`config.mk`:
```
export PLATFORM = sky130hd
export DESIGN_NAME = param_stack_unit
export DESIGN_NICKNAME = d
export VERILOG_FILES = /design/src/rtl/param_stack_unit.sv
export SDC_FILE = /design/constraint.sdc
export NUM_CORES = 1
export LEC_CHECK = 0
export ABC_AREA = 1
export BUFFER_PORTS_ARGS = -buffer_cell sky130_fd_sc_hd__buf_2
export CAP_MARGIN = 30
export CORE_ASPECT_RATIO = 0.8
export CORE_MARGIN = 4
export CORE_UTILIZATION = 55
export DETAILED_ROUTE_END_ITERATION = 10
export GPL_ROUTABILITY_DRIVEN = 0
export HOLD_SLACK_MARGIN = 0.1
export PLACE_DENSITY = 0.74
export SYNTH_ARGS = -nofsm -noshare
export SYNTH_HDL_FRONTEND = slang
export SYNTH_SLANG_ARGS = --single-unit
```
`constraint.sdc`:
```
create_clock -name clk -period 3 [get_ports clk]
set_input_delay 0.6 -clock clk [delete_from_list [all_inputs] [get_ports clk]]
set_output_delay 0.6 -clock clk [all_outputs]
set_load 0.005 [all_outputs]
```
`src/rtl/param_stack_unit.sv`:
```
// param_stack_unit: parametrised data/return stack. The top two entries live in
// sr0/sr1; deeper entries live in mem[], where mem[depth-3] is the third entry.
// Optional feature macro: STACK_PEEK_EN adds the peek_idx/peek_data read port.
module param_stack_unit #(
    parameter  int WIDTH = 16,
    parameter  int DEPTH = 16,
    localparam int DW    = $clog2(DEPTH + 1)
) (
    input  logic             clk,
    input  logic             async_reset,
    input  logic [3:0]       op,
    input  logic [WIDTH-1:0] push_data,
    output logic [WIDTH-1:0] sr0,
    output logic [WIDTH-1:0] sr1,
    output logic [DW-1:0]    depth,
    output logic             empty,
    output logic             full,
    output logic             err_ovf,
    output logic             err_unf,
    output logic             err_ill
`ifdef STACK_PEEK_EN
    ,
    input  logic [$clog2(DEPTH)-1:0] peek_idx,
    output logic [WIDTH-1:0]         peek_data
`endif
);

    localparam int AW = $clog2(DEPTH);
    localparam int MW = DEPTH - 2;

    typedef enum logic [3:0] {
        OP_NOP   = 4'd0,
        OP_PUSH  = 4'd1,
        OP_POP   = 4'd2,
        OP_DUP   = 4'd3,
        OP_SWAP  = 4'd4,
        OP_OVER  = 4'd5,
        OP_ROT   = 4'd6,
        OP_REPL  = 4'd7,
        OP_BINOP = 4'd8,
        OP_CLEAR = 4'd9
    } op_t;

    logic [WIDTH-1:0] mem [MW];

    op_t              op_dec;
    logic [DW-1:0]    need_min;
    logic             need_room;
    logic             ill, unf, ovf, ok;
    logic [AW-1:0]    idx2, spill_idx;
    logic [WIDTH-1:0] below;
    logic [WIDTH-1:0] sr0_n, sr1_n;
    logic [DW-1:0]    depth_n;
    logic             mem_we;
    logic [AW-1:0]    mem_wa;
    logic [WIDTH-1:0] mem_wd;

    assign op_dec    = op_t'(op);
    assign empty     = (depth == '0);
    assign full      = (depth == DW'(DEPTH));
    assign idx2      = AW'(depth - DW'(3));
    assign spill_idx = AW'(depth - DW'(2));

    // Decode the op's requirements; underflow takes precedence over overflow.
    always_comb begin
        need_min  = '0;
        need_room = 1'b0;
        ill       = 1'b0;
        case (op_dec)
            OP_PUSH:           need_room = 1'b1;
            OP_POP, OP_REPL:   need_min  = DW'(1);
            OP_DUP: begin
                need_min  = DW'(1);
                need_room = 1'b1;
            end
            OP_SWAP, OP_BINOP: need_min  = DW'(2);
            OP_OVER: begin
                need_min  = DW'(2);
                need_room = 1'b1;
            end
            OP_ROT:            need_min  = DW'(3);
            OP_NOP, OP_CLEAR:  ;
            default:           ill       = 1'b1;
        endcase
        unf = !ill && (depth < need_min);
        ovf = !ill && !unf && need_room && full;
        ok  = !ill && !unf && !ovf;
    end

    // Next-state for the register pair, depth and the single array write port.
    // PUSH/DUP/OVER share one push path: only the value entering sr0 differs.
    always_comb begin
        below   = (depth >= DW'(3)) ? mem[idx2] : '0;
        sr0_n   = sr0;
        sr1_n   = sr1;
        depth_n = depth;
        mem_we  = 1'b0;
        mem_wa  = idx2;
        mem_wd  = '0;
        if (ok) begin
            case (op_dec)
                OP_PUSH, OP_DUP, OP_OVER: begin
                    sr0_n   = (op_dec == OP_PUSH) ? push_data :
                              (op_dec == OP_DUP)  ? sr0 : sr1;
                    sr1_n   = sr0;
                    depth_n = depth + DW'(1);
                    mem_we  = (depth >= DW'(2));
                    mem_wa  = spill_idx;
                    mem_wd  = sr1;
                end
                OP_POP, OP_BINOP: begin
                    sr0_n   = (op_dec == OP_POP) ? sr1 : push_data;
                    sr1_n   = below;
                    depth_n = depth - DW'(1);
                    mem_we  = (depth >= DW'(3));
                end
                OP_SWAP: begin
                    sr0_n = sr1;
                    sr1_n = sr0;
                end
                OP_ROT: begin
                    sr0_n  = below;
                    sr1_n  = sr0;
                    mem_we = 1'b1;
                    mem_wd = sr1;
                end
                OP_REPL:  sr0_n = push_data;
                OP_CLEAR: begin
                    sr0_n   = '0;
                    sr1_n   = '0;
                    depth_n = '0;
                end
                default: ;
            endcase
        end
    end

    // Register the top entries, depth and the one-cycle error pulses.
    always_ff @(posedge clk or posedge async_reset) begin
        if (async_reset) begin
            sr0     <= '0;
            sr1     <= '0;
            depth   <= '0;
            err_ovf <= 1'b0;
            err_unf <= 1'b0;
            err_ill <= 1'b0;
        end else begin
            sr0     <= sr0_n;
            sr1     <= sr1_n;
            depth   <= depth_n;
            err_ovf <= ovf;
            err_unf <= unf;
            err_ill <= ill;
        end
    end

    // Array storage beyond sr1; not reset since depth gates every read.
    always_ff @(posedge clk) begin
        if (mem_we) begin
            mem[mem_wa] <= mem_wd;
        end
    end

`ifdef STACK_PEEK_EN
    // Combinational peek: index 0/1 from registers, deeper indices from the array.
    always_comb begin
        peek_data = '0;
        if (DW'(peek_idx) < depth) begin
            if (peek_idx == '0) begin
                peek_data = sr0;
            end else if (peek_idx == AW'(1)) begin
                peek_data = sr1;
            end else begin
                peek_data = mem[AW'(depth - DW'(1) - DW'(peek_idx))];
            end
        end
    end
`endif

endmodule

```
Yosys cells after proc, flatten, opt, wreduce, memory -nomap -nowiden
Memories as Yosys holds them, arrays and structs flattened.
Index checks and enable logic that the tools add are counted.
{"block": "totals", "reg_bits": 40, "mem_bits_rw": 224, "inputBits": 22, "output_inout_bits": 42, "word_cells": 65, "mem_count": 1}
{"name": "mem", "depth": 14, "width": 16, "read_ports": 1, "rd_clocked_by_memory_dff": 0, "write_ports": 1, "line": "44", "text": "logic [WIDTH-1:0] mem [MW];"}
{"block": "op_classes", "add_sub_neg": 4, "n_lt_le_gt_ge": 3, "eq_ne": 11, "muxes": 18, "n_reduce_logical": 22}
{"cell": "$mux 16", "count": 6}
{"cell": "$pmux 16 s6", "count": 1}
{"cell": "$pmux 16 s3", "count": 1}
{"cell": "$eq 4x3->1 const B", "count": 4}
{"cell": "$pmux 5 s3", "count": 1}
{"cell": "$ge 5x2->1 const B", "count": 2}
{"cell": "$reduce_or 10->1", "count": 1}
{"cell": "$reduce_or 3->1", "count": 3}
{"cell": "$eq 4x2->1 const B", "count": 2}
{"cell": "$eq 4x4->1 const B", "count": 2}
{"cell": "$mux 4", "count": 2}
{"cell": "$sub 4x2->4 const B", "count": 2}
{"cell": "$pmux 2 s3", "count": 1}
{"cell": "$reduce_bool 3->1", "count": 2}
{"cell": "$reduce_bool 6->1", "count": 1}
{"cell": "$add 5x1->5 const B", "count": 1}
{"cell": "$eq 5x5->1 const B", "count": 1}
{"cell": "$logic_and 1x1->1", "count": 5}
{"cell": "$logic_not 5->1", "count": 1}
{"cell": "$lt 5x2->1", "count": 1}
{"cell": "$mux 1", "count": 5}
{"cell": "$reduce_or 5->1", "count": 1}
{"cell": "$sub 5x1->5 const B", "count": 1}
{"cell": "$eq 4x1->1 const B", "count": 1}
{"cell": "other kinds (8)", "count": 10}

Longest topological paths before layout
Gate-level depths: netlist of the first run.
{"block": "depth", "depth_word": 14, "ltp_mapped": 18, "mapped_depth_nobuf": 18}

Worst setup path before layout of the first run
OpenSTA, ideal clock, no wires.
{"block": "synth_timing", "path_kind": "register to register", "start": "register depth[0]", "end": "memory mem[0][0], enable pin", "setup_ns": 0.388, "arrival_time_ns": 2.843, "t_required_ns": 2.612, "slack_ns": -0.231, "stages_incl_launch_ff": 13, "path_buffers": 5, "synth_period_minus_slack_ns": 3.231, "cell_sequence": "dfrtp_1 > buf_4 > inv_2 > clkbuf_1 > ha_1 > clkbuf_1 > inv_1 > buf_2 > buf_2 > nand2_1 > o21ai_2 > nand2_1 > nor2_1"}
{"block": "synth_via", "elab_chain_cells": 11, "elab_cells_between_ends": 19, "cone_classes": "add/sub: 2; order compare: 3; eq/ne: 1; mux: 6; reduce/logical: 7"}
{"element": "start, declared", "line": "15", "text": "output logic [DW-1:0] depth,"}
{"element": "start signal, assigned", "line": "150", "text": "depth <= depth_n;"}
{"element": "$lt 5x2->1", "line": "85", "text": "unf = !ill && (depth < need_min);"}
{"element": "$logic_and 1x1->1", "line": "85"}
{"element": "$logic_not 1->1", "line": "86, 87"}
{"element": "$logic_and 1x1->1", "line": "86, 87"}
{"element": "$logic_and 1x1->1 (2 in series)", "line": "86", "text": "ovf = !ill && !unf && need_room && full;"}
{"element": "$logic_not 1->1", "line": "87", "text": "ok = !ill && !unf && !ovf;"}
{"element": "$logic_and 1x1->1", "line": "87"}
{"element": "$mux 1", "line": "100", "text": "if (ok) begin"}
{"element": "$mux 1", "line": "159", "text": "if (mem_we) begin"}
{"element": "$mux 1 (not written as such)", "line": "160", "text": "mem[mem_wa] <= mem_wd;"}
{"element": "end, declared", "line": "44"}
Parallel ways exist; a longest one is shown, timed or not.

Final worst setup path of the first run
{"block": "layout_timing", "start": "register depth[1]", "end": "memory mem[13][3], enable pin"}
The elaborated chain is that of the path after synthesis.

==> key figures, run 1 <==
Detailed routing
  – Via-per-instance ratio: 5.76
  – Average routed wire per standard cell: 20.0 um
  – Wire length reported by the detailed router: 34000 um
  – DR pass1 iterations: 6
  – DRC violations left: 0
  – Initial drt markers: 1367
  – Antenna-violating nets left: 0
  – Overall via count from detail_route: 9758

Place
  – Half-perimeter wire length after detailed placement: 22200 um
  – Number of buffers added on ports: 63

Pwr
  – Leakage: 5.93 nW
  – Worst vdd rail ir drop: 525 uV
  – Pwr Density: 1000 nW/um2

Floorplanning
  – Overall die area: 24900 um2
  – Standard-cell rows: 48
  – Number of top-level pins: 64
  – Area of the core region: 21800 um2
  – Chip width: 175 um
  – Die H: 142 um
  – Starting density of the core: 56.5%

Cells and area
  – Commonest cells after routing, fill and taps aside: 489 x sky130_fd_sc_hd__nand2_1, 224 x sky130_fd_sc_hd__edfxtp_1, 202 x sky130_fd_sc_hd__nand3_1, 65 x sky130_fd_sc_hd__nor2_1, 63 x sky130_fd_sc_hd__buf_2
  – Layout net count: 1408
  – Final-layout fill cell count: 1699
  – Relative area change from synthesis to final layout: 15.8%
  – Util after Layout: 65.4%
  – Most common cell after layout, fill and taps aside: sky130_fd_sc_hd__nand2_1
  – Layout cells sized above 1: 16.2%
  – Final antenna diode count: 0

Synthesis
  – Syn. warnings: 0
  – Post-synthesis instance total: 1281
  – Register bit count reported by yosys: 264
  – Combined area of all synthesized cells: 12300 um2
  – Post-synthesis cell type count: 38
  – Share of synthesized area occupied by flip-flops and latches: 62.8%
  – Per-instance average area after synthesis: 9.61 um2
  – Number of nets in the synthesized netlist: 1313

Global route
  – Global-route total usage across every layer: 27.1%
  – Number of global-route vias before repair: 9104
  – Antenna violations before repair: 1
  – Maximum number of pins on one net before global-route repair: 118
  – Global-route wire length before repair: 52300 um
  – Residual overflow from global routing: 0

Clock network
  – Post-CTS Resized: 0
  – Clock latency on the worst-skew pair: 530 ps
  – Clock transition at the registers of the reported paths: 70 ps
  – H-tree levels: 1
  – Clock tree from TritonCTS: built
  – TritonCTS Buffers: 27
  – CTS hold repair buffers: 0
  – CTS Buffer Depth: 3
  – Sink Count: 264
  – Setup bufs post-CTS: 0
  – Root buffer cell: sky130_fd_sc_hd__clkbuf_16

Critical path
  – Worst Setup End Kind: flop
  – Peak per-stage delay on the critical path: 500 ps
  – CP startpoint kind: flop
  – Highest fanout seen on the critical path: 11
  – CP dominant cell by count: sky130_fd_sc_hd__nand2_1
  – Worst Path Required: 3240 ps
  – CP cell instances: ha_1, nor2_1, and2_1, nand2_1, nand2_1, inv_2, nand3_2, inv_1, nand2_1, nand2_1, nand2_1, nor2_1, buf_4
  – CP max-delay cell: sky130_fd_sc_hd__dfrtp_1
  – Critical Path AT: 2830 ps
  – Worst setup path class: flop to flop
  – Buffers and inverters on the worst path: 3
  – Cell family with most CP delay: simple AND/OR/NAND/NOR gates

STA
  – Shortest clock period the worst path allows after layout: 2590 ps
  – Slew at the pin closest to its max-slew limit: 863 ps
  – Setup repair after global routing missed its margin: false
  – Final setup violation count: 0
  – Hold_ws: 203 ps
  – Number of max-slew violations in the final report: 0
  – Achievable Freq: 0.386 GHz
  – Worst slew margin relative to its limit: 42.5%
  – Final worst clock skew: 14.5 ps
  – Final worst path period share: 86.4%
  – Total count of hold-check failures in the final report: 0

Min path
  – Class of the tightest hold or removal check: input pin to async pin

Flow run
  – Number of maximum-capacitance constraint violations: 0

Status
  – Status: finished clean
-- synth_stat cells --
cell type / instances / area [um2]
sky130_fd_sc_hd__nand2_1: 489 / 1840
sky130_fd_sc_hd__edfxtp_1: 224 / 6730
sky130_fd_sc_hd__nand3_1: 202 / 1010
sky130_fd_sc_hd__nor2_1: 73 / 274
sky130_fd_sc_hd__inv_1: 45 / 169
sky130_fd_sc_hd__dfrtp_1: 40 / 1000
sky130_fd_sc_hd__nand4_1: 35 / 219
sky130_fd_sc_hd__clkbuf_1: 30 / 113
sky130_fd_sc_hd__buf_2: 22 / 110
sky130_fd_sc_hd__nor3_1: 18 / 90.1
sky130_fd_sc_hd__o21ai_0: 17 / 85.1
sky130_fd_sc_hd__inv_2: 12 / 45.0
sky130_fd_sc_hd__ha_1: 9 / 113
sky130_fd_sc_hd__nand3_2: 7 / 70.1
sky130_fd_sc_hd__buf_1: 6 / 22.5
sky130_fd_sc_hd__nand2_2: 6 / 37.5
sky130_fd_sc_hd__buf_4: 5 / 37.5
sky130_fd_sc_hd__a21oi_1: 4 / 20.0
sky130_fd_sc_hd__buf_6: 4 / 45.0
sky130_fd_sc_hd__o22ai_1: 4 / 25.0
sky130_fd_sc_hd__nor2_2: 3 / 18.8
sky130_fd_sc_hd__o21ai_1: 3 / 15.0
sky130_fd_sc_hd__o21ai_2: 3 / 26.3
sky130_fd_sc_hd__and2_1: 2 / 12.5
sky130_fd_sc_hd__clkinv_1: 2 / 7.51
sky130_fd_sc_hd__nand2_4: 2 / 22.5
sky130_fd_sc_hd__nor2_4: 2 / 22.5
sky130_fd_sc_hd__xor2_1: 2 / 17.5
sky130_fd_sc_hd__a21boi_2: 1 / 11.3
sky130_fd_sc_hd__a21oi_4: 1 / 16.3
sky130_fd_sc_hd__a31oi_1: 1 / 6.26
sky130_fd_sc_hd__fa_1: 1 / 20.0
sky130_fd_sc_hd__inv_4: 1 / 6.26
sky130_fd_sc_hd__nor3_2: 1 / 10.0
sky130_fd_sc_hd__nor3_4: 1 / 16.3
sky130_fd_sc_hd__o21ai_4: 1 / 16.3
sky130_fd_sc_hd__o21bai_1: 1 / 7.51
sky130_fd_sc_hd__xnor2_1: 1 / 8.76
-- final timing paths --
check,startpoint,end,slack (ps),depth (start not counted)
worst max register to register,depth[1]$_DFFE_PP0P_,mem[13][3]$_DFFE_PP_,410,13
worst max-delay path,depth[1]$_DFFE_PP0P_,mem[13][3]$_DFFE_PP_,410,13
min in group clk,op[2],err_ill$_DFF_PP0_,400,3
worst min-delay path,async_reset,depth[2]$_DFFE_PP0P_,200,3
worst min register to register,sr0[14]$_DFFE_PP0P_,sr0[14]$_DFFE_PP0P_,500,2
max in group asynchronous,async_reset,depth[0]$_DFFE_PP0P_,2350,3
-- worst min-delay path: stages --
cell,delay [ps]
sky130_fd_sc_hd__buf_2,90
sky130_fd_sc_hd__inv_1,40
sky130_fd_sc_hd__buf_4,470
-- cell type report --
class / count / area [um2] / area share, %
Sequential cell: 264 / 7730 / 54.3
Inverter: 60 / 229 / 1.61
Clock buffer: 34 / 722 / 5.07
Multi-Input combinational cell: 890 / 4050 / 28.4
Timing Repair Buffer: 133 / 978 / 6.87
Clock inverter: 14 / 164 / 1.15
Tap cell: 300 / 375 / 2.63
-- through the flow --
step / worst slack (ps) / power, mW / cell area, um2 / cells / TNS, ps
floorplan: -231 / 8.51 / 12300 / 1281 / -50410
global placement: 71.2 / 10.7 / 13400 / 1647 / 0
detailed placement: 15.3 / 10.8 / 13400 / 1647 / 0
CTS: 470 / 14.2 / 14200 / 1695 / 0
global route: 282 / 15.1 / 14200 / 1695 / 0
finish: 407 / 14.3 / 14200 / 1695 / 0
-- flip-flops by register name, summed over array words and instances (netlist names) --
signal   flops
mem        224
sr0         16
sr1         16
depth        5
err_ill      1
err_ovf      1
err_unf      1
-- power breakdown --
group          internal [mW]  switching, mW
Combinational           1.87           4.37
Sequential              4.40          0.278
Clock                   1.97           1.39
-- logic make-up after synthesis --
group,Yosys count,synth area share [%]
buffers and inverters,127,4.51
AND/OR/NAND/NOR,841,29.6
adder cells (fa/ha/maj),10,1.08
flip-flops,264,62.8
AO/OA/AOI/OAI,36,1.86
XOR/XNOR,3,0.213
-- layer usage --
layer  track usage (%)  wire length (um)  vias up
met1              40.2             13600     4592
met3              5.91              4100       67
met5                 0                 8        -
met4              8.14               933        2
met2              40.7             15300      569
li1                  -                 -     4528
Note: power is estimated with default switching activity, not from simulation.
==> inputs of run 2 (changes only) <==
--- a/config.mk
+++ b/config.mk
@@ -5,7 +5,6 @@
 export SDC_FILE = /design/constraint.sdc
 export NUM_CORES = 1
 export LEC_CHECK = 0
-export ABC_AREA = 1
 export BUFFER_PORTS_ARGS = -buffer_cell sky130_fd_sc_hd__buf_2
 export CAP_MARGIN = 30
 export CORE_ASPECT_RATIO = 0.8
==> run 2 against run 1 <==
  * Sequential power about the same
  * First-iteration DRC count decreased by 32%
  * Final cell count decreased by 27%
==> key figures, run 2 <==
Synthesis
  – Number of nets in the synthesized netlist: 868 (-34%)
  – Portion of synthesized cell area occupied by the leading cell type: 58.2% (+3.6 points)
  – Per-instance average area after synthesis: 13.8 um2 (+44%)
  – Area fraction in compound gates after synthesis: 12.3% (+10 points)
  – Register bit count reported by yosys: 264 (unchanged)
  – Simple-gate portion of the synthesized area: 9.29% (-20 points)
  – Syn. warnings: 0 (unchanged)
  – Share of cell area taken by muxes after synthesis: 6.68% (+6.7 points)
  – Top cells by count, synth: 224 x sky130_fd_sc_hd__edfxtp_1, 134 x sky130_fd_sc_hd__nand2_1, 53 x sky130_fd_sc_hd__a21oi_1
  – Adder-cell area share of the yosys netlist: 1.15% (+0.071 points)
  – Post-synthesis instance total: 836 (-35%)
  – Cells taking the most area after synthesis: sky130_fd_sc_hd__edfxtp_1 58%, sky130_fd_sc_hd__dfrtp_1 8.7%, sky130_fd_sc_hd__nand2_1 4.4%
  – Main flop type after synthesis: sky130_fd_sc_hd__edfxtp_1
  – Combined area of all synthesized cells: 11600 um2 (-6.2%)
  – Post-synthesis cell type count: 50 (+32%)
  – Library cell occupying the most area in the post-synthesis netlist: sky130_fd_sc_hd__edfxtp_1
  – Proportion of register bits with asynchronous set or reset after synthesis: 15.2% (unchanged)
  – Most used standard cell by instance count after synthesis: sky130_fd_sc_hd__edfxtp_1
  – Post-synth EDFFs: 224 (unchanged)
  – Largest family of logic cells by synthesized area: compound AO/OA/AOI/OAI gates
  – Xor and xnor fraction of the mapped netlist area: 0.975% (+0.76 points)
  – Share of synthesized area occupied by flip-flops and latches: 66.9% (+4.1 points)

Clock network
  – CTS Buffer Depth: 3 (unchanged)
  – Clock latency on the worst-skew pair: 510 ps (-20 ps)
  – Clock tree from TritonCTS: built
  – Setup bufs post-CTS: 0 (unchanged)
  – Clock transition at the registers of the reported paths: 60 ps (about the same)
  – Sink Count: 264 (unchanged)
  – TritonCTS Buffers: 25 (-7.4%)
  – Root buffer cell: sky130_fd_sc_hd__clkbuf_16
  – H-tree levels: 1 (unchanged)

Cells and area
  – Relative area change from synthesis to final layout: 19.2%
  – Layout net count: 974 (-31%)
  – Final-layout fill cell count: 1401 (-18%)
  – Largest reg by FF count: mem
  – Number of flip-flops under the largest register name: 224 (unchanged)
  – Util after Layout: 66.7% (+1.4 points)
  – Final antenna diode count: 0 (unchanged)
  – Largest registers in the final layout: mem (224), sr0 (16), sr1 (16)
  – Commonest cells after routing, fill and taps aside: 224 x sky130_fd_sc_hd__edfxtp_1, 133 x sky130_fd_sc_hd__nand2_1, 63 x sky130_fd_sc_hd__buf_2, 53 x sky130_fd_sc_hd__a21oi_1, 49 x sky130_fd_sc_hd__buf_4
  – Layout cells sized above 1: 24.5% (+8.3 points)
  – Filler-free cell count of the finished design: 1229 (-27%)
  – Multi-input combinational cell area: 3740 um2 (-7.7%)
  – Most common cell after layout, fill and taps aside: sky130_fd_sc_hd__edfxtp_1
  – Post-layout instance area: 13800 um2 (-3.4%)
  – Flip-flop and latch area: 7730 um2 (about the same)

Place
  – Placed instance count: 1181 (-28%)
  – Placement-stage worst setup slack: -348 ps (-364 ps)
  – Area of placed instances: 12900 um2 (-3.3%)
  – Half-perimeter wire length after detailed placement: 17800 um (-20%)
  – Number of buffers added on ports: 63 (unchanged)

Floorplanning
  – Overall die area: 23400 um2 (-5.9%)
  – Standard-cell rows: 47 (-2.1%)
  – Die H: 138 um (-3.0%)
  – Area of the core region: 20600 um2 (-5.3%)
  – Number of top-level pins: 64 (unchanged)
  – Chip width: 170 um (-3.0%)
  – Starting density of the core: 56.0% (-0.51 points)

Critical path
  – Worst Setup End Kind: flop
  – Critical Path AT: 3210 ps (+380 ps)
  – Worst Reg-to-Reg Cells: 7 (-6)
  – CP startpoint kind: flop
  – Worst setup path class: flop to flop
  – Worst Path Required: 3370 ps (+130 ps)
  – Highest fanout seen on the critical path: 18 (+7)

STA
  – Hold_ws: 197 ps (-5.91 ps)
  – Shortest clock period the worst path allows after layout: 2850 ps (+255 ps)
  – Achievable Freq: 0.351 GHz (-9.0%)
  – Final worst path period share: 95.0% (+8.5 points)
  – Number of max-slew violations in the final report: 0 (unchanged)
  – Total count of hold-check failures in the final report: 0 (unchanged)
  – Final Worst Setup Slack: 151 ps (-255 ps)
  – Final worst clock skew: 7.24 ps (-7.23 ps)
  – Total negative setup slack: 0 ps (unchanged)
  – Slew at the pin closest to its max-slew limit: 839 ps (-23.8 ps)
  – Setup repair after global routing missed its margin: false
  – Worst slew margin relative to its limit: 43.9% (+1.4 points)
  – Final setup violation count: 0 (unchanged)

Global route
  – Residual overflow from global routing: 0 (unchanged)
  – Antenna violations before repair: 0 (-1)
  – Global-route wire length before repair: 41100 um (-21%)
  – Global-route total usage across every layer: 22.6% (-4.6 points)
  – Maximum number of pins on one net before global-route repair: 41 (-65%)
  – Number of global-route vias before repair: 6958 (-24%)

Detailed routing
  – Average routed wire per standard cell: 21.2 um (+6.0%)
  – DRC violations left: 0 (unchanged)
  – Via-per-instance ratio: 6.15 (+6.8%)
  – Initial drt markers: 926 (-32%)
  – Overall via count from detail_route: 7556 (-23%)
  – DR pass1 iterations: 5 (-1)
  – Antenna-violating nets left: 0 (unchanged)
  – Wire length reported by the detailed router: 26100 um (-23%)

Pwr
  – Part of the total power dissipated in sequential elements: 34.7% (+1.9 points)
  – Switching portion of total power: 37.3% (-4.9 points)
  – Total Power: 13.5 mW (-5.2%)
  – Relative contribution of combinational cells to total power: 43.1% (-0.6 points)
  – Int Pwr: 8.49 mW (+3.0%)
  – NetSw: 5.05 mW (-16%)
  – Clock power share: 22.2% (-1.4 points)
  – Pwr Density: 983 nW/um2 (-1.9%)
  – Leakage: 5.14 nW (-13%)
  – Worst vdd rail ir drop: 609 uV (+16%)

Flow run
  – Number of maximum-capacitance constraint violations: 0 (unchanged)

Min path
  – Class of the tightest hold or removal check: input pin to async pin

Status
  – Status: finished clean
-- run 2: layout make-up --
type / count / area share (%)
multi-input cells: 503 / 27.1
clock buffers: 32 / 4.88
repair buffers: 136 / 8.29
clock inverters: 13 / 0.799
flip-flops and latches: 264 / 56.1
inverters: 12 / 0.327
well taps: 269 / 2.44
-- run 2: layer usage --
layer / vias to the layer above / routed length [um] / GRT usage (%) / share of wire (%)
met4: 0 / 450 / 4.12 / 1.7
met1: 3702 / 11900 / 35.7 / 45
met3: 39 / 2530 / 4.50 / 9.7
li1: 3438 / - / - / -
met2: 377 / 11300 / 33.1 / 43
met5: - / 0 / 0 / 0
-- run 2: path summary, 6_finish.rpt --
kind                       slack [ps]                  end            startpoint
min reg2reg                       510  sr0[13]$_DFFE_PP0P_   sr0[13]$_DFFE_PP0P_
max in group asynchronous        2440   sr1[4]$_DFFE_PP0P_           async_reset
min in group clk                  400   sr0[2]$_DFFE_PP0P_          push_data[2]
max reg2reg                       150  sr0[15]$_DFFE_PP0P_  depth[1]$_DFFE_PP0P_
min                               200   sr0[2]$_DFFE_PP0P_           async_reset
max                               150  sr0[15]$_DFFE_PP0P_  depth[1]$_DFFE_PP0P_
-- run 2: worst max-delay path: stages (launching register included) --
cell	delay, ps
sky130_fd_sc_hd__dfrtp_1	370
sky130_fd_sc_hd__buf_4	180
sky130_fd_sc_hd__ha_1	310
sky130_fd_sc_hd__xnor2_2	310
sky130_fd_sc_hd__buf_4	330
sky130_fd_sc_hd__mux4_2	390
sky130_fd_sc_hd__a2111oi_2	620
sky130_fd_sc_hd__o221ai_1	170
-- run 2: power groups by stage --
stage	logic [mW]	registers, mW	clock network [mW]
final	5.84	4.70	3.00
after floorplan	3.65	4.68	0
after CTS	5.69	4.68	3.06
after global placement	5.56	4.76	0
after detailed placement	5.65	4.76	0
after global routing	6.31	4.74	3.22
-- run 2: cell families after synthesis --
logic type	Yosys count
fa+ha+maj	10
xor+xnor	12
simple gates	238
flops	264
compound gates	191
buf+inv	69
mux	52
-- run 2: repair_timing --
action / CTS / global route
hold buffers: 0 / 0
gates resized for setup: 0 / 4
endpoints found under the setup margin: 0 / 125
==> inputs of run 3 (changes only) <==
--- a/config.mk
+++ b/config.mk
@@ -9,11 +9,11 @@
 export CAP_MARGIN = 30
 export CORE_ASPECT_RATIO = 0.8
 export CORE_MARGIN = 4
-export CORE_UTILIZATION = 55
+export CORE_UTILIZATION = 40
 export DETAILED_ROUTE_END_ITERATION = 10
 export GPL_ROUTABILITY_DRIVEN = 0
 export HOLD_SLACK_MARGIN = 0.1
-export PLACE_DENSITY = 0.74
+export PLACE_DENSITY = 0.56
 export SYNTH_ARGS = -nofsm -noshare
 export SYNTH_HDL_FRONTEND = slang
 export SYNTH_SLANG_ARGS = --single-unit
==> run 3 against run 2 <==
  * Die area rose by 35%
  * Largest power group unchanged
  * Highest routed layer unchanged
  * Worst setup slack improved by 5.9 ps
  * Non-clock buffer count rose by 19
  * Largest cell class unchanged
  * Power rose by 6.1%
  * Via count rose by 2.1%
==> key figures, run 3 (synthesis gave the netlist of run 2 again) <==
Global route
  – Number of global-route vias before repair: 7173 (+3.1%)
  – Residual overflow from global routing: 0 (unchanged)
  – Maximum number of pins on one net before global-route repair: 61 (+49%)
  – Global-route wire length before repair: 46100 um (+12%)
  – Global-route total usage across every layer: 19.0% (-3.6 points)
  – Antenna violations before repair: 0 (unchanged)

Critical path
  – Highest fanout seen on the critical path: 30 (+12)
  – CP Depth: 11 (+4)
  – Peak per-stage delay on the critical path: 500 ps (-120 ps)
  – CP startpoint kind: flop
  – Worst setup path class: flop to flop
  – CP max-delay cell: sky130_fd_sc_hd__a2111oi_4
  – Worst Reg-to-Reg Cells: 11 (+4)
  – Cell family with most CP delay: compound AO/OA/AOI/OAI gates
  – Critical Path AT: 3250 ps (+40 ps)
  – Buffers and inverters on the worst path: 4 (+2)
  – CP cell instances: buf_12, ha_2, buf_4, xor2_4, buf_12, nand2_1, o211ai_1, o21ai_1, a2111oi_4, buf_4, o221ai_1
  – Worst Path Required: 3410 ps (+40 ps)
  – Worst Setup End Kind: flop

STA
  – Final worst clock skew: 32.3 ps (+25.0 ps)
  – Total negative setup slack: 0 ps (unchanged)
  – Final worst path period share: 94.8% (-0.20 points)
  – Final setup violation count: 0 (unchanged)
  – Setup repair after global routing missed its margin: false
  – Number of max-slew violations in the final report: 0 (unchanged)
  – Final Worst Setup Slack: 157 ps (+5.87 ps)
  – Shortest clock period the worst path allows after layout: 2840 ps (-5.87 ps)
  – Worst slew margin relative to its limit: 27.4% (-17 points)
  – Slew at the pin closest to its max-slew limit: 1090 ps (+250 ps)
  – Achievable Freq: 0.352 GHz (+0.21%)
  – Total count of hold-check failures in the final report: 0 (unchanged)

Clock network
  – H-tree levels: 1 (unchanged)
  – Root buffer cell: sky130_fd_sc_hd__clkbuf_16
  – Clock tree from TritonCTS: built
  – Clock transition at the registers of the reported paths: 60 ps (about the same)
  – CTS Buffer Depth: 3 (unchanged)
  – TritonCTS Buffers: 27 (+8.0%)
  – Sink Count: 264 (unchanged)
  – Clock latency on the worst-skew pair: 540 ps (+30 ps)

Floorplanning
  – Die H: 160 um (+16%)
  – Number of top-level pins: 64 (unchanged)
  – Starting density of the core: 40.7% (-15 points)
  – Overall die area: 31700 um2 (+35%)
  – Chip width: 198 um (+16%)
  – Area of the core region: 28400 um2 (+37%)
  – Standard-cell rows: 55 (+17%)

Detailed routing
  – Wire length reported by the detailed router: 31200 um (+19%)
  – Average routed wire per standard cell: 23.1 um (+8.6%)
  – Antenna-violating nets left: 0 (unchanged)
  – Overall via count from detail_route: 7711 (+2.1%)
  – DR pass1 iterations: 7 (+2)
  – Initial drt markers: 731 (-21%)
  – DRC violations left: 0 (unchanged)
  – Via-per-instance ratio: 5.70 (-7.2%)

Status
  – Status: finished clean

Cells and area
  – Filler-free cell count of the finished design: 1352 (+10%)
  – Layout cells sized above 1: 26.5% (+2.0 points)
  – Final antenna diode count: 0 (unchanged)
  – Largest reg by FF count: mem
  – Util after Layout: 50.4% (-16 points)
  – Most common cell after layout, fill and taps aside: sky130_fd_sc_hd__edfxtp_1
  – Largest registers in the final layout: mem (224), sr0 (16), sr1 (16)
  – Layout net count: 995 (+2.2%)
  – Post-layout instance area: 14300 um2 (+3.7%)
  – Commonest cells after routing, fill and taps aside: 224 x sky130_fd_sc_hd__edfxtp_1, 133 x sky130_fd_sc_hd__nand2_1, 63 x sky130_fd_sc_hd__buf_2, 56 x sky130_fd_sc_hd__buf_4, 53 x sky130_fd_sc_hd__a21oi_1
  – Relative area change from synthesis to final layout: 23.6%
  – Number of flip-flops under the largest register name: 224 (unchanged)

Place
  – Placement-stage worst setup slack: -379 ps (-30.2 ps)
  – Placed instance count: 1301 (+10%)
  – Area of placed instances: 13400 um2 (+3.3%)
  – Number of buffers added on ports: 63 (unchanged)
  – Half-perimeter wire length after detailed placement: 20500 um (+15%)

Pwr
  – Leakage: 5.31 nW (+3.2%)
  – Worst vdd rail ir drop: 591 uV (-3.0%)
  – Pwr Density: 1010 nW/um2 (+2.3%)

Flow run
  – Number of maximum-capacitance constraint violations: 0 (unchanged)

Min path
  – Class of the tightest hold or removal check: input pin to async pin
run 3: cell types whose count changed in the layout (fill, tap and decap cells not counted), moves of 2 or more:
| cell | previous run | this run |
|---|---|---|
| sky130_fd_sc_hd__buf_12 | 22 | 35 |
| sky130_fd_sc_hd__buf_4 | 49 | 56 |
| sky130_fd_sc_hd__clkinv_1 | 6 | 2 |
| sky130_fd_sc_hd__clkbuf_1 | 5 | 8 |
| sky130_fd_sc_hd__clkbuf_16 | 25 | 28 |
| sky130_fd_sc_hd__clkinv_2 | 4 | 6 |
| sky130_fd_sc_hd__o21ai_0 | 24 | 22 |
| sky130_fd_sc_hd__o21ai_1 | 1 | 3 |
run 3: layer usage:
| metal | track usage [%] | share of wire (%) | vias up |
|---|---|---|---|
| li1 | - | - | 3485 |
| met1 | 32.2 | 48 | 3812 |
| met2 | 25.3 | 41 | 367 |
| met3 | 2.97 | 8.4 | 47 |
| met4 | 4.16 | 2.3 | 0 |
| met5 | 0 | 0 | - |
run 3: final timing paths:
path / startpoint / endpoint / slack (ps)
worst max register to register: depth[0]$_DFFE_PP0P_ / sr0[14]$_DFFE_PP0P_ / 160
worst min register to register: sr0[9]$_DFFE_PP0P_ / sr0[9]$_DFFE_PP0P_ / 510
min in group clk: push_data[2] / sr0[2]$_DFFE_PP0P_ / 380
worst max-delay path: depth[0]$_DFFE_PP0P_ / sr0[14]$_DFFE_PP0P_ / 160
worst min-delay path: async_reset / sr0[14]$_DFFE_PP0P_ / 130
max in group asynchronous: async_reset / sr1[4]$_DFFE_PP0P_ / 2190
run 3: through the flow:
stage	total power, mW	hold slack, ps
6_report	14.4	131
5_1_grt	15.1	186
4_1_cts	14.1	157
3_5_place_dp	10.9	501
3_3_place_gp	10.9	495
2_1_floorplan	8.33	501
run 3: cell type report:
cell class                 instances  area, um2
clock buffer                      38        747
clock inverter                    10       80.1
fill                            2425      14100
inverter                          12       45.0
multi-input combinational        503       3760
sequential                       264       7730
tap                              370        463
timing repair buffer             155       1460
run 3: what timing repair did:
action	4_1_cts	5_1_grt
buffers inserted	0	1
hold buffers	0	0
setup endpoints to repair	0	20
resized for setup	0	7
hold endpoints to repair	0	0
run 3: power breakdown:
| group | internal (mW) | switching [mW] | total [mW] |
|---|---|---|---|
| registers | 4.36 | 0.299 | 4.66 |
| clock network | 1.81 | 1.36 | 3.17 |
| logic | 2.69 | 3.85 | 6.54 |
